## config.mk

```make
export PLATFORM = sky130hd
export DESIGN_NAME = button_debouncer
export DESIGN_NICKNAME = d
export VERILOG_FILES = /design/src/rtl/debouncer_pkg.sv /design/src/rtl/sync_chain.sv /design/src/rtl/button_debouncer.sv
export SDC_FILE = /design/constraint.sdc
export NUM_CORES = 1
export LEC_CHECK = 0
export BUFFER_PORTS_ARGS = -buffer_cell sky130_fd_sc_hd__buf_2
export CORE_MARGIN = 2
export CORE_UTILIZATION = 30
export CTS_CLUSTER_SIZE = 16
export DETAILED_ROUTE_END_ITERATION = 7
export PLACE_DENSITY = 0.57
export SYNTH_ARGS = -nofsm -noshare
export SYNTH_HDL_FRONTEND = slang
export SYNTH_HIERARCHICAL = 1
export SYNTH_SLANG_ARGS = --single-unit
```

## constraint.sdc

```tcl
create_clock -name clock -period 1.6 [get_ports clock]
set_input_delay 0 -clock clock [delete_from_list [all_inputs] [get_ports clock]]
set_output_delay 0 -clock clock [all_outputs]
set_load 0.005 [all_outputs]
```

## src/rtl/debouncer_pkg.sv

```systemverilog
// Shared types and default constants for the push-button conditioning logic.
//   debounce_state_t  : debounce FSM state encoding
//   DefSyncStages     : default synchroniser depth
//   DefDebounceCycles : default stable-sample count (10 ms at 50 MHz)
package debouncer_pkg;

    typedef enum logic [1:0] {
        STABLE_LOW  = 2'd0,
        WAIT_HIGH   = 2'd1,
        STABLE_HIGH = 2'd2,
        WAIT_LOW    = 2'd3
    } debounce_state_t;

    localparam int unsigned DefSyncStages     = 2;
    localparam int unsigned DefDebounceCycles = 500000;

endpackage

```

## src/rtl/sync_chain.sv

```systemverilog
// Multi-flop synchroniser for an asynchronous single-bit input.
//   clock    : system clock, rising edge
//   reset    : synchronous active-high reset, clears every stage to 0
//   async_in : asynchronous input level
//   sync_out : input level after STAGES flops
module sync_chain
    import debouncer_pkg::*;
#(
    parameter int unsigned STAGES = DefSyncStages  // must be >= 2
) (
    input  logic clock,
    input  logic reset,
    input  logic async_in,
    output logic sync_out
);

    logic [STAGES-1:0] sync_q;

    always_ff @(posedge clock) begin
        if (reset) begin
            sync_q <= '0;
        end else begin
            sync_q <= {sync_q[STAGES-2:0], async_in};
        end
    end

    assign sync_out = sync_q[STAGES-1];

endmodule

```

## src/rtl/button_debouncer.sv

```systemverilog
// Push-button conditioner: synchronises the raw level, rejects contact bounce with a
// counter-based FSM and produces a clean level, press/release pulses and a toggle.
//   clock      : system clock, rising edge
//   reset      : synchronous active-high reset
//   button_in  : raw asynchronous button level, 1 = pressed
//   button_out : debounced level
//   pressed    : one-cycle pulse on an accepted 0->1 change
//   released   : one-cycle pulse on an accepted 1->0 change
//   toggle_out : inverts on every accepted press
module button_debouncer
    import debouncer_pkg::*;
#(
    parameter int unsigned SYNC_STAGES     = DefSyncStages,
    parameter int unsigned DEBOUNCE_CYCLES = DefDebounceCycles
) (
    input  logic clock,
    input  logic reset,
    input  logic button_in,
    output logic button_out,
    output logic pressed,
    output logic released,
    output logic toggle_out
);

    localparam int unsigned     CntW    = $clog2(DEBOUNCE_CYCLES + 1);
    localparam logic [CntW-1:0] CntLast = CntW'(DEBOUNCE_CYCLES - 1);

    logic            s;
    debounce_state_t state_q, state_d;
    logic [CntW-1:0] cnt_q, cnt_d;
    logic            btn_q, btn_d;
    logic            press_q, press_d;
    logic            rel_q, rel_d;
    logic            tog_q, tog_d;

    sync_chain #(
        .STAGES(SYNC_STAGES)
    ) u_sync (
        .clock   (clock),
        .reset   (reset),
        .async_in(button_in),
        .sync_out(s)
    );

    always_comb begin
        state_d = state_q;
        cnt_d   = cnt_q;
        btn_d   = btn_q;
        tog_d   = tog_q;
        press_d = 1'b0;
        rel_d   = 1'b0;
        unique case (state_q)
            STABLE_LOW: begin
                if (s) begin
                    state_d = WAIT_HIGH;
                    cnt_d   = '0;
                end
            end
            WAIT_HIGH: begin
                if (!s) begin
                    state_d = STABLE_LOW;  // bounce: drop back silently
                end else if (cnt_q == CntLast) begin
                    state_d = STABLE_HIGH;
                    btn_d   = 1'b1;
                    tog_d   = ~tog_q;
                    press_d = 1'b1;
                end else begin
                    cnt_d = cnt_q + CntW'(1);
                end
            end
            STABLE_HIGH: begin
                if (!s) begin
                    state_d = WAIT_LOW;
                    cnt_d   = '0;
                end
            end
            WAIT_LOW: begin
                if (s) begin
                    state_d = STABLE_HIGH;
                end else if (cnt_q == CntLast) begin
                    state_d = STABLE_LOW;
                    btn_d   = 1'b0;
                    rel_d   = 1'b1;
                end else begin
                    cnt_d = cnt_q + CntW'(1);
                end
            end
            default: state_d = STABLE_LOW;
        endcase
    end

    always_ff @(posedge clock) begin
        if (reset) begin
            state_q <= STABLE_LOW;
            cnt_q   <= '0;
            btn_q   <= 1'b0;
            press_q <= 1'b0;
            rel_q   <= 1'b0;
            tog_q   <= 1'b0;
        end else begin
            state_q <= state_d;
            cnt_q   <= cnt_d;
            btn_q   <= btn_d;
            press_q <= press_d;
            rel_q   <= rel_d;
            tog_q   <= tog_d;
        end
    end

    assign button_out = btn_q;
    assign pressed    = press_q;
    assign released   = rel_q;
    assign toggle_out = tog_q;

endmodule

```

# Yosys cells after proc, flatten, opt, wreduce, memory -nomap -nowiden
# Cells that the tools add are included.
dict set report word_totals {
  register_bits 27
  output_inout_bits 4
  in_bits 3
  word_cells 51
}
dict set report classes {
  n_reduce_logical 8
  eq_ne 12
  mux 19
  bitwise_logic 4
  add_sub_neg 1
}
# op n
set op_table {}
lappend op_table {{$mux W19} 5}
lappend op_table {{$pmux W19 S4} 1}
lappend op_table {{$add A19 B1 Y19 const B} 1}
lappend op_table {{$eq A19 B19 Y1 const B} 1}
lappend op_table {{$mux W2} 6}
lappend op_table {{$ne A2 B2 Y1 const B} 4}
lappend op_table {{$pmux W2 S4} 1}
lappend op_table {{$reduce_and A4 Y1} 2}
lappend op_table {{$reduce_or A3 Y1} 2}
lappend op_table {{$mux W1} 5}
lappend op_table {{$reduce_and A5 Y1} 1}
lappend op_table {{$eq A2 B2 Y1 const B} 2}
lappend op_table {{$ne A2 B1 Y1 const B} 2}
lappend op_table {{$not A1 Y1} 4}
lappend op_table {{$ne A3 B2 Y1 const B} 1}
lappend op_table {{$ne A3 B3 Y1 const B} 1}
lappend op_table {{$reduce_and A3 Y1} 1}
lappend op_table {{$eq A2 B1 Y1 const B} 1}
lappend op_table {{$logic_not A2 Y1} 1}
lappend op_table {{$pmux W1 S2} 1}
lappend op_table {{$reduce_bool A2 Y1} 1}

# Longest topological paths before layout
# Gate-level depths: netlist (run 1).
dict set report logic_depth {
  depth_word 4
  ltp_mapped 6
  ltp_nobuf 6
}

# Modules after synthesis
# The synthesis (run 1) kept the hierarchy.
# module seq_area_each_um2 instances area_per_inst_um2 cells_each
set modules_own_cells {}
lappend modules_own_cells {button_debouncer 500.5 1 1251.2 145}
lappend modules_own_cells {sync_chain 40.0 1 52.6 4}

# Worst setup path before layout (run 1)
# Ideal clock, no wire load.
dict set report synth_timing {
  path_kind {register -> register}
  startpoint {reg cnt_q[7]}
  endpoint {reg btn_q (netlist: button_out)}
  path_buffers 0
  slack_ns 0.030
  t_arrival_ns 1.437
  required_time_ns 1.468
  synth_period_minus_slack_ns 1.570
  stages_incl_launch_ff 6
  setup_time_ns 0.132
  path_cell_list {dfxtp_1 or4b_1 nor3_1 nand4_1 mux2i_1 a21oi_1}
}
dict set report synth_via {
  elab_chain_len 3
  elab_cells_between_ends 4
  cone_classes {eq/ne: 3; reduce/logical: 1}
}
# element line
set synth_lines {}
lappend synth_lines {{from (decl)} button_debouncer.sv:30} ;# logic [CntW-1:0] cnt_q, cnt_d;
lappend synth_lines {{from (signal assigned)} button_debouncer.sv:102} ;# cnt_q <= cnt_d;
lappend synth_lines {{$eq A19 B19 Y1 (*)} {button_debouncer.sv:62, button_debouncer.sv:80}}
lappend synth_lines {{$ne A2 B2 Y1 (no line)} -}
lappend synth_lines {{$reduce_and A5 Y1 (no line) (*)} -}
lappend synth_lines {{to (signal assigned)} button_debouncer.sv:103} ;# btn_q <= btn_d;
lappend synth_lines {{to (decl)} button_debouncer.sv:31} ;# logic btn_q, btn_d;
# Every way passes the cells marked *; elsewhere a longest branch is shown, timed or not.
# A chain may end at the register's enable or synchronous reset.

# Worst setup path in the final report (run 1)
dict set report layout_timing {
  startpoint {reg cnt_q[2]}
  endpoint {reg cnt_q[11]}
}
dict set report layout_via {
  elab_chain_len 4
  elab_cells_between_ends 6
  cone_classes {add/sub: 1; eq/ne: 1; mux: 4}
}
# element line
set layout_lines {}
lappend layout_lines {{$add A19 B1 Y19 or $eq A19 B19 Y1 (tied branches)} -}
lappend layout_lines {{$mux W19 (*)} {button_debouncer.sv:62, button_debouncer.sv:80}}
lappend layout_lines {{$mux W19, on equally long branches} {button_debouncer.sv:78, button_debouncer.sv:60}}
lappend layout_lines {{$pmux W19 S4 (*)} button_debouncer.sv:52} ;# unique case (state_q)
# Every way passes the cells marked *; elsewhere a longest branch is shown, timed or not. The select of a mux whose other input is x is not followed.

==> impl_summary.md, run 1 <==
Pwr
In this run the power spent charging and discharging nets is 258 uW. The fraction of power spent switching nets is 0.229. The combinational group share of total power is 0.043. For this design the static power due to leakage is 0.702 nW.

The cell area power density is 608 nW/um^2. The share of power burned in registers is 0.602. The share of total power dissipated in the clock network is 0.355.

Internal power comes to 869 uW. Across the VDD grid, the largest voltage drop is 0.000481 V.

Placed design
Routability-driven placement finished with a final weighted congestion of 0.853. The wire-length estimate of the detail-placed layout is 2340 um. In this run the tool buffered the top-level ports with 6 buffer cells.

Logic synthesis
In the synthesized netlist, the number of instances is 149. In this run, distinct cell masters in the synthesized netlist total 42. In this run, synthesis produced a sequential element count of 27.

Of all flip-flops after synthesis, the portion carrying an async set or reset was 0. Averaged over all synthesized cells, the footprint is 8.75 um^2. The sequential share of the synthesized area is 0.415. After synthesis the cells add up to 1300 um^2. The number of enable flip-flop cells after synthesis is 0.

The total nets after synthesis is 153. The top flip-flop cell by instance count after synthesis is sky130_fd_sc_hd__dfxtp_1. The count of warnings emitted by yosys is 6.

Critical path
The critical path buffer and inverter count is 1. The cell with the biggest individual delay on the critical path is sky130_fd_sc_hd__or4_4. Traced cell by cell, the critical path runs through nand3_1 -> nor2_1 -> o211ai_2 -> buf_12 -> or4_4 -> a21oi_2. The type of the worst setup path is reg2reg. At the worst endpoint, the required time is 1.81 ns. The nature of the critical path endpoint is a flip-flop. In this design, the stage delay of the slowest critical-path cell is 0.48 ns.

The top fanout value on the critical path is 14. The arrival time at the worst endpoint is 1.90 ns. The element type at the critical path start is a flip-flop. Broken down by cell family, the worst path's largest delay share belongs to simple AND/OR/NAND/NOR gates.

Drt
Dividing the detail-routed wire length by the instance count gives 14.3 um. Wires add up to 3450 um. The remaining number of nets flagged by the antenna check after routing is 0. Before antenna repair, the detailed router went through 4 iterations. The number of vias in the routed layout is 1241. Dividing the detail-routed via count by the number of cells gives 5.13. For this run, design rule violations remaining after detail routing come to 0. The first-iteration detailed-routing DRC count is 82.

GRT
The via count of the first global-routing pass is 1238. The number of antenna violations at the first check in global routing was 0. Entering global routing, the biggest net connects 17 pins. After global routing the overflow that remains totals 0. For this run, the total global-route usage over all layers was measured as 0.140. The first-pass GRT wire length is 5710 um.

CTS
The CTS tree is built. In this run the number of H-tree levels came out at 1. Clock-pin slew was measured on the worst setup and hold paths at 0.10 ns.

Counting the buffers created by CTS gives 3. The tree is rooted in a sky130_fd_sc_hd__clkbuf_8. For this design, the sink count on the clock tree is 27.

The clock latency on the worst-skew pair is 0.28 ns. The number of buffers between clock root and the deepest sink is 2.

Run
The number of violations of the max-capacitance limit is 0.

Floorplan
The floorplan step set the die height to 69.9 um. The width of the die is 69.9 um. The floorplan has 23 rows.

The area enclosed by the die boundary is 4890 um^2. The I/O pin total is 7. The region available for standard cell placement spans 4090 um^2. For this configuration, the core starts out at a cell density of 0.319.

Final layout
The antenna diode instance count is 0. The filler cells instantiated in the layout total 393. Across the whole layout, storage elements account for 553 um^2. In the final layout, the multi-input gates occupy 837 um^2. The share of post-route cells with drive strength above 1 is 0.406. The final net count is 197. The growth of design area from synthesis to finish is 42.3%.

STA
The worst relative slew slack is 0.763. The number of pins with negative max-slew slack in the final report was 0. The number of hold violations in the final report is 0. The worst slack on hold paths is 0.0797 ns. The part of the cycle the worst path needs is 1.05. Setup violations remaining at the end of the flow were counted as 16. The setup slack after layout is -0.0842 ns.

The final setup TNS is -0.631 ns. Counting I/O delays and the setup requirement, the final critical path takes 1.68 ns. The worst-case clock skew is 0.00421 ns. The slew at the pin closest to its max-slew limit is 0.350 ns. The upper clock frequency limit is 0.594 GHz.

Setup repair after global routing could not meet its margin everywhere.

Status
The flow ran to the end, but the final reports show violations. The checks that failed: negative setup slack.

Hold path
The path class of the lowest-slack min-delay path is in2reg.
-- worst register-to-register path, delay by kind of cell (launching register included) --
| family | cells | cell delay [ns] |
|---|---|---|
| flip-flops | 1 | 0.46 |
| buffers and inverters | 1 | 0.17 |
| AND/OR/NAND/NOR | 3 | 0.74 |
| AO/OA/AOI/OAI | 2 | 0.27 |
-- placed cells by master (no fill, tap or decap), types with 2 or more instances in the layout --
| cell | instances |
|---|---|
| sky130_fd_sc_hd__dfxtp_1 | 19 |
| sky130_fd_sc_hd__nand3_4 | 2 |
| sky130_fd_sc_hd__nand3_1 | 6 |
| sky130_fd_sc_hd__a21oi_2 | 3 |
| sky130_fd_sc_hd__a21oi_1 | 8 |
| sky130_fd_sc_hd__mux2i_1 | 3 |
| sky130_fd_sc_hd__nor2_1 | 15 |
| sky130_fd_sc_hd__or3_1 | 6 |
| sky130_fd_sc_hd__xnor2_1 | 4 |
| sky130_fd_sc_hd__o21ai_1 | 5 |
| sky130_fd_sc_hd__nor4_2 | 2 |
| sky130_fd_sc_hd__o21ai_0 | 3 |
| sky130_fd_sc_hd__and3_1 | 2 |
| sky130_fd_sc_hd__nor2b_1 | 2 |
| sky130_fd_sc_hd__buf_4 | 34 |
| sky130_fd_sc_hd__nand3b_1 | 2 |
| sky130_fd_sc_hd__nor4b_1 | 2 |
| sky130_fd_sc_hd__clkbuf_8 | 3 |
| sky130_fd_sc_hd__buf_2 | 6 |
| sky130_fd_sc_hd__xor2_1 | 5 |
| sky130_fd_sc_hd__inv_1 | 5 |
| sky130_fd_sc_hd__buf_6 | 2 |
| sky130_fd_sc_hd__nand2_1 | 6 |
| sky130_fd_sc_hd__nand4_1 | 8 |
| sky130_fd_sc_hd__nor4_4 | 2 |
| sky130_fd_sc_hd__dfxtp_2 | 7 |
| sky130_fd_sc_hd__nor3_1 | 3 |
-- state kept, by name, indices dropped and copies added, names as in the netlist, named ones only --
signal / flops
cnt_q: 19
u_sync/sync_q: 2
button_out: 1
pressed: 1
released: 1
state_q: 1
toggle_out: 1
-- timing repair --
action                                  4_1_cts  5_1_grt
gates cloned                                  0        0
setup buffers                                 1        3
hold endpoints to repair                      1        0
resized for setup                            11       23
hold buffers                                  1        0
endpoints found under the setup margin       24       24
pin swaps                                     5       10
-- synthesized netlist by cell type, drive strengths merged (2+ instances only) --
cell type / instances / area [um^2]
a21oi: 11 / 55.1
and3: 2 / 12.5
buf: 3 / 17.5
clkbuf: 2 / 7.51
dfxtp: 27 / 541
inv: 5 / 18.8
mux2i: 3 / 30.0
nand2: 7 / 26.3
nand3: 9 / 50.1
nand3b: 2 / 15.0
nand4: 8 / 50.1
nor2: 16 / 62.6
nor2b: 2 / 12.5
nor3: 5 / 30.0
nor4: 4 / 37.5
nor4b: 2 / 17.5
nor4bb: 2 / 20.0
o21ai: 9 / 48.8
o31ai: 2 / 15.0
or3: 6 / 37.5
xnor2: 4 / 35.0
xor2: 6 / 60.1
-- through the flow --
stage           util  setup slack [ns]  cell area, um^2  std cells  total power [mW]
2_1_floorplan      -            0.0305             1300        149             0.721
5_1_grt        0.454            -0.230             1860        242              1.16
3_3_place_gp   0.399           -0.0998             1630        233             0.738
4_1_cts        0.426           -0.0836             1740        239              1.14
6_report       0.454           -0.0842             1860        242              1.13
3_5_place_dp   0.399            -0.145             1630        233             0.739
-- routing by layer --
metal / vias to the layer above / GRT usage / wire (um)
met4: 0 / 0.00641 / 22
li1: 626 / - / -
met1: 589 / 0.182 / 1540
met2: 24 / 0.250 / 1750
met5: - / 0 / 0
met3: 2 / 0.0303 / 129
-- final cells by class --
cell class                      count  share of cell area
Clock buffer                        3              0.0223
Tap cell                           50              0.0337
Multi-Input combinational cell    112               0.451
Inverter                            5              0.0101
Timing Repair Buffer               44               0.182
Clock inverter                      1             0.00270
Sequential cell                    27               0.298
-- path summary, 6_finish.rpt --
check	start	end	slack, ns	depth (start not counted)
setup / recovery	cnt_q[2]	cnt_q[11]	-0.08	6
hold / removal	reset	state_q[0]	0.08	2
setup reg to reg	cnt_q[2]	cnt_q[11]	-0.08	6
hold reg to reg	u_sync/sync_q[0]	u_sync/sync_q[1]	0.47	1
-- power by group through the flow --
stage          Sequential, mW  Combinational [mW]  Clock [mW]
6_report                0.679              0.0484       0.400
5_1_grt                 0.680              0.0541       0.431
4_1_cts                 0.680              0.0470       0.408
3_5_place_dp            0.696              0.0433           0
3_3_place_gp            0.696              0.0427           0
2_1_floorplan           0.697              0.0239           0
-- cell families (layout without fill, tap and decap cells) --
group	after synthesis	in the layout	share of synthesized area
compound gates	26	26	0.119
xor+xnor	10	10	0.0729
fa+ha+maj	1	1	0.00960
buf+inv	10	53	0.0336
flops	27	27	0.415
mux	3	3	0.0230
simple gates	72	72	0.327
Note: power is estimated with default switching activity, not from simulation.
==> run 2, diff against run 1 <==
--- a/config.mk
+++ b/config.mk
@@ -10,7 +10,7 @@
 export CORE_UTILIZATION = 30
 export CTS_CLUSTER_SIZE = 16
 export DETAILED_ROUTE_END_ITERATION = 7
-export PLACE_DENSITY = 0.57
+export PLACE_DENSITY = 0.55
 export SYNTH_ARGS = -nofsm -noshare
 export SYNTH_HDL_FRONTEND = slang
 export SYNTH_HIERARCHICAL = 1
==> constraint.sdc (replaced) <==
create_clock -name clock -period 1.7 [get_ports clock]
set_input_delay 0 -clock clock [delete_from_list [all_inputs] [get_ports clock]]
set_output_delay 0 -clock clock [all_outputs]
set_load 0.01 [all_outputs]
==> run 2 against run 1 <==
  * The run still ends with negative setup slack left
  * Sequential share of layout area increased by 1.4 points
  * Clock power down 5.3%
  * Non-clock buffer count decreased by 7
  * Clock skew rose by 0.0051 ns
  * Wire length down 8.4%
  * Via count is 1.5% lower
  * Largest cell class unchanged
==> impl_summary.md, run 2 (same netlist as run 1, synthesis figures left out) <==
Final layout
The repair_antennas step left the layout with diodes totalling 0. Of the cells placed in the final design, the portion with a size suffix greater than 1 is 0.373. The top cell types in the final layout, fill and taps aside, are 27 x sky130_fd_sc_hd__buf_4, 17 x sky130_fd_sc_hd__dfxtp_1, 14 x sky130_fd_sc_hd__nor2_1.

Fill cells in the final layout number 399. Once layout is complete, the cells apart from fillers number 235. The multi-input gate area in the final layout is 818 um^2.

The register with the most flip-flops is cnt_q. The final layout contains 190 nets. The largest registers in the layout are cnt_q: 19 flops, u_sync/sync_q: 2 flops. The share of the core filled with cells in the final layout is 0.435. The sequential cell area is 556 um^2. The register with the most flip-flops in the layout has 19 of them. The growth of design area from synthesis to finish is 36.4%. The most common library cell in the layout ignoring fill and taps is sky130_fd_sc_hd__buf_4.

GRT
The first-pass GRT wire length is 5430 um. The number of antenna violations at the first check in global routing is 0. In the global route stage, overall resource usage came out at 0.136.

For this run the aggregate overflow at the end of global routing stands at 0. The maximum number of pins on one net before global-route repair is 17. The via count of the first global-routing pass was 1210.

CTS
Clock-pin slew was measured on the worst setup and hold paths at 0.10 ns. In this run the number of H-tree levels came out at 1. TritonCTS built the clock tree. The clock latency on the worst-skew pair is 0.28 ns. The number of sinks driven by the clock tree is 27.

The number of buffers created by CTS is 3. The number of buffers between clock root and the deepest sink is 2. The clock tree root driver cell is sky130_fd_sc_hd__clkbuf_8.

Critical path
The delay of the slowest critical-path stage is 0.49 ns. Along the worst path, the maximum fanout reaches 6. Measured in cells, the most critical reg-to-reg path has a length of 7.

The cell with the most instances on the worst path is sky130_fd_sc_hd__buf_6. In this run the register-to-register setup slack is -0.002 ns. The startpoint identified for the worst register-to-register timing path is state_q[0]. The type of the worst setup path is reg2reg.

The critical path goes through and4b_1 -> nand4_1 -> buf_6 -> o211ai_4 -> buf_6 -> or4_4 -> a21oi_4. The cell with the biggest individual delay on the critical path is sky130_fd_sc_hd__or4_4. Counting both buffers and inverters, the worst setup path holds a total of 2. Data arrives at the worst endpoint at 1.91 ns. The endpoint required time on the critical path is 1.91 ns. STA classifies the critical path startpoint as a flip-flop. The nature of the critical path endpoint is a flip-flop. The top cell family by delay on the critical path is simple AND/OR/NAND/NOR gates. The terminus of the critical flop-to-flop path is cnt_q[11].

Drt
Summed over all layers, the routed wires come to 3160 um. In the final routed layout, each cell accounts on average for 13.4 um. In the routed design, unresolved DRC markers number 0. For this block, the initial DRC count from the detailed router was 44. The number of vias in the routed layout is 1222. Using the TritonRoute via totals, the vias-per-cell ratio works out to 5.20. The length of the first detailed-routing pass in iterations is 4. The detail route stage leaves a number of antenna-violating nets equal to 0.

Status
The final reports fail on negative setup slack. The run finished, with violations left.

Hold path
The min-delay analysis places its worst path in the category in2reg. The worst hold path stage count is 2. The launch point of the worst hold path is reset.

Floorplan
Measured along the x axis, the die boundary spans 69.9 um. The floorplan step defined a die boundary enclosing 4890 um^2. For this design the top-level I/O count stands at 7. For this configuration, the core starts out at a cell density of 0.319. After floorplanning, the core was sized to cover 4090 um^2.

The floorplan has 23 rows. The die is 69.9 um tall.

STA
The worst relative slew slack is 0.712. The total setup violations reported at the end of the flow is 1. The number of hold violations in the final report came to 0.

The upper clock frequency limit is 0.587 GHz. The final critical-path required period is 1.70 ns. The number of pins with negative max-slew slack in the final report came to 0. The worst-case clock skew is 0.00934 ns. The worst slack on hold paths is 0.0618 ns. For the pin with the worst max-slew slack, the measured transition is 0.426 ns. The setup slack after layout is -0.00226 ns. Setup repair after global routing could not meet its margin everywhere.

The part of the cycle the worst path needs is 1.00.

Pwr
The combinational group share of total power is 0.043. The proportion of power drawn by the clock network is 0.357. The internal power of the cells totals 818 uW. The share of power burned in registers is 0.601. Summed over all nets, the switching power comes to 245 uW. The maximum VDD drop is 0.000458 V. Summed over all cells, the static leakage comes to 0.653 nW. The cell area power density is 598 nW/um^2. Of the total power, the share spent switching nets is 0.230.

Placed design
The number of input and output port buffers inserted is 6. The placer's final routability congestion estimate is 0.834. Counting tap cells, the placed design contains a total of 227 instances. Once detailed placement completed, the half-perimeter wirelength came to 2240 um. The pre-CTS worst setup slack is -0.0703 ns.

Run
The tool flagged a number of max-cap violations equal to 0.
[run 2: cell types whose count changed in the layout (fill, tap and decap cells not counted), sizes merged]
cell,previous run,this run
buf,43,36
[run 2: power groups by stage]
stage	clock, mW	sequential [mW]	combinational (mW)
6_report	0.379	0.638	0.0454
5_1_grt	0.418	0.640	0.0509
4_1_cts	0.391	0.640	0.0441
3_5_place_dp	0	0.655	0.0421
3_3_place_gp	0	0.655	0.0425
2_1_floorplan	0	0.657	0.0225
[run 2: area by class of cell]
type | instances | share of cell area
multi-input cells | 112 | 0.460
flip-flops and latches | 27 | 0.312
well taps | 50 | 0.0352
clock buffers | 3 | 0.0232
clock inverters | 1 | 0.00281
repair buffers | 37 | 0.156
inverters | 5 | 0.0106
[run 2: timing repair]
action / CTS / global route
buffers inserted: 1 / 2
hold endpoints to repair: 1 / 0
endpoints found under the setup margin: 4 / 25
pin swaps: 4 / 7
resized for setup: 9 / 22
hold buffers: 1 / 0
[run 2: worst max-delay path by stage]
stage	from	to	slack (ns)	depth (start not counted)
finish	state_q[0]	cnt_q[11]	-0.002	7
global route	cnt_q[10]	button_out	-0.11	6
CTS	state_q[0]	cnt_q[11]	-0.01	6
detailed placement	cnt_q[0]	cnt_q[11]	-0.07	6
global placement	cnt_q[0]	cnt_q[11]	-0.05	6
floorplan	cnt_q[7]	button_out	0.13	5
[run 2: per-stage QoR]
stage / total power, mW / setup TNS [ns] / area, um^2
finish: 1.06 / -0.00226 / 1780
global route: 1.11 / -0.484 / 1780
CTS: 1.08 / -0.0256 / 1670
detailed placement: 0.697 / -0.146 / 1570
global placement: 0.697 / -0.0859 / 1570
floorplan: 0.680 / 0 / 1300
[run 2: routing by layer]
metal  vias to the layer above  track usage  wire length [um]
met5                         -            0                 0
met4                         0       0.0833                97
met3                        10       0.0231                84
met2                        20        0.231              1540
met1                       578        0.157              1440
li1                        614            -                 -
[run 2: worst register-to-register path, cell delays in order (launching register included)]
cell	delay, ns
sky130_fd_sc_hd__dfxtp_2	0.33
sky130_fd_sc_hd__and4b_1	0.21
sky130_fd_sc_hd__nand4_1	0.10
sky130_fd_sc_hd__buf_6	0.13
sky130_fd_sc_hd__o211ai_4	0.08
sky130_fd_sc_hd__buf_6	0.14
sky130_fd_sc_hd__or4_4	0.49
sky130_fd_sc_hd__a21oi_4	0.16
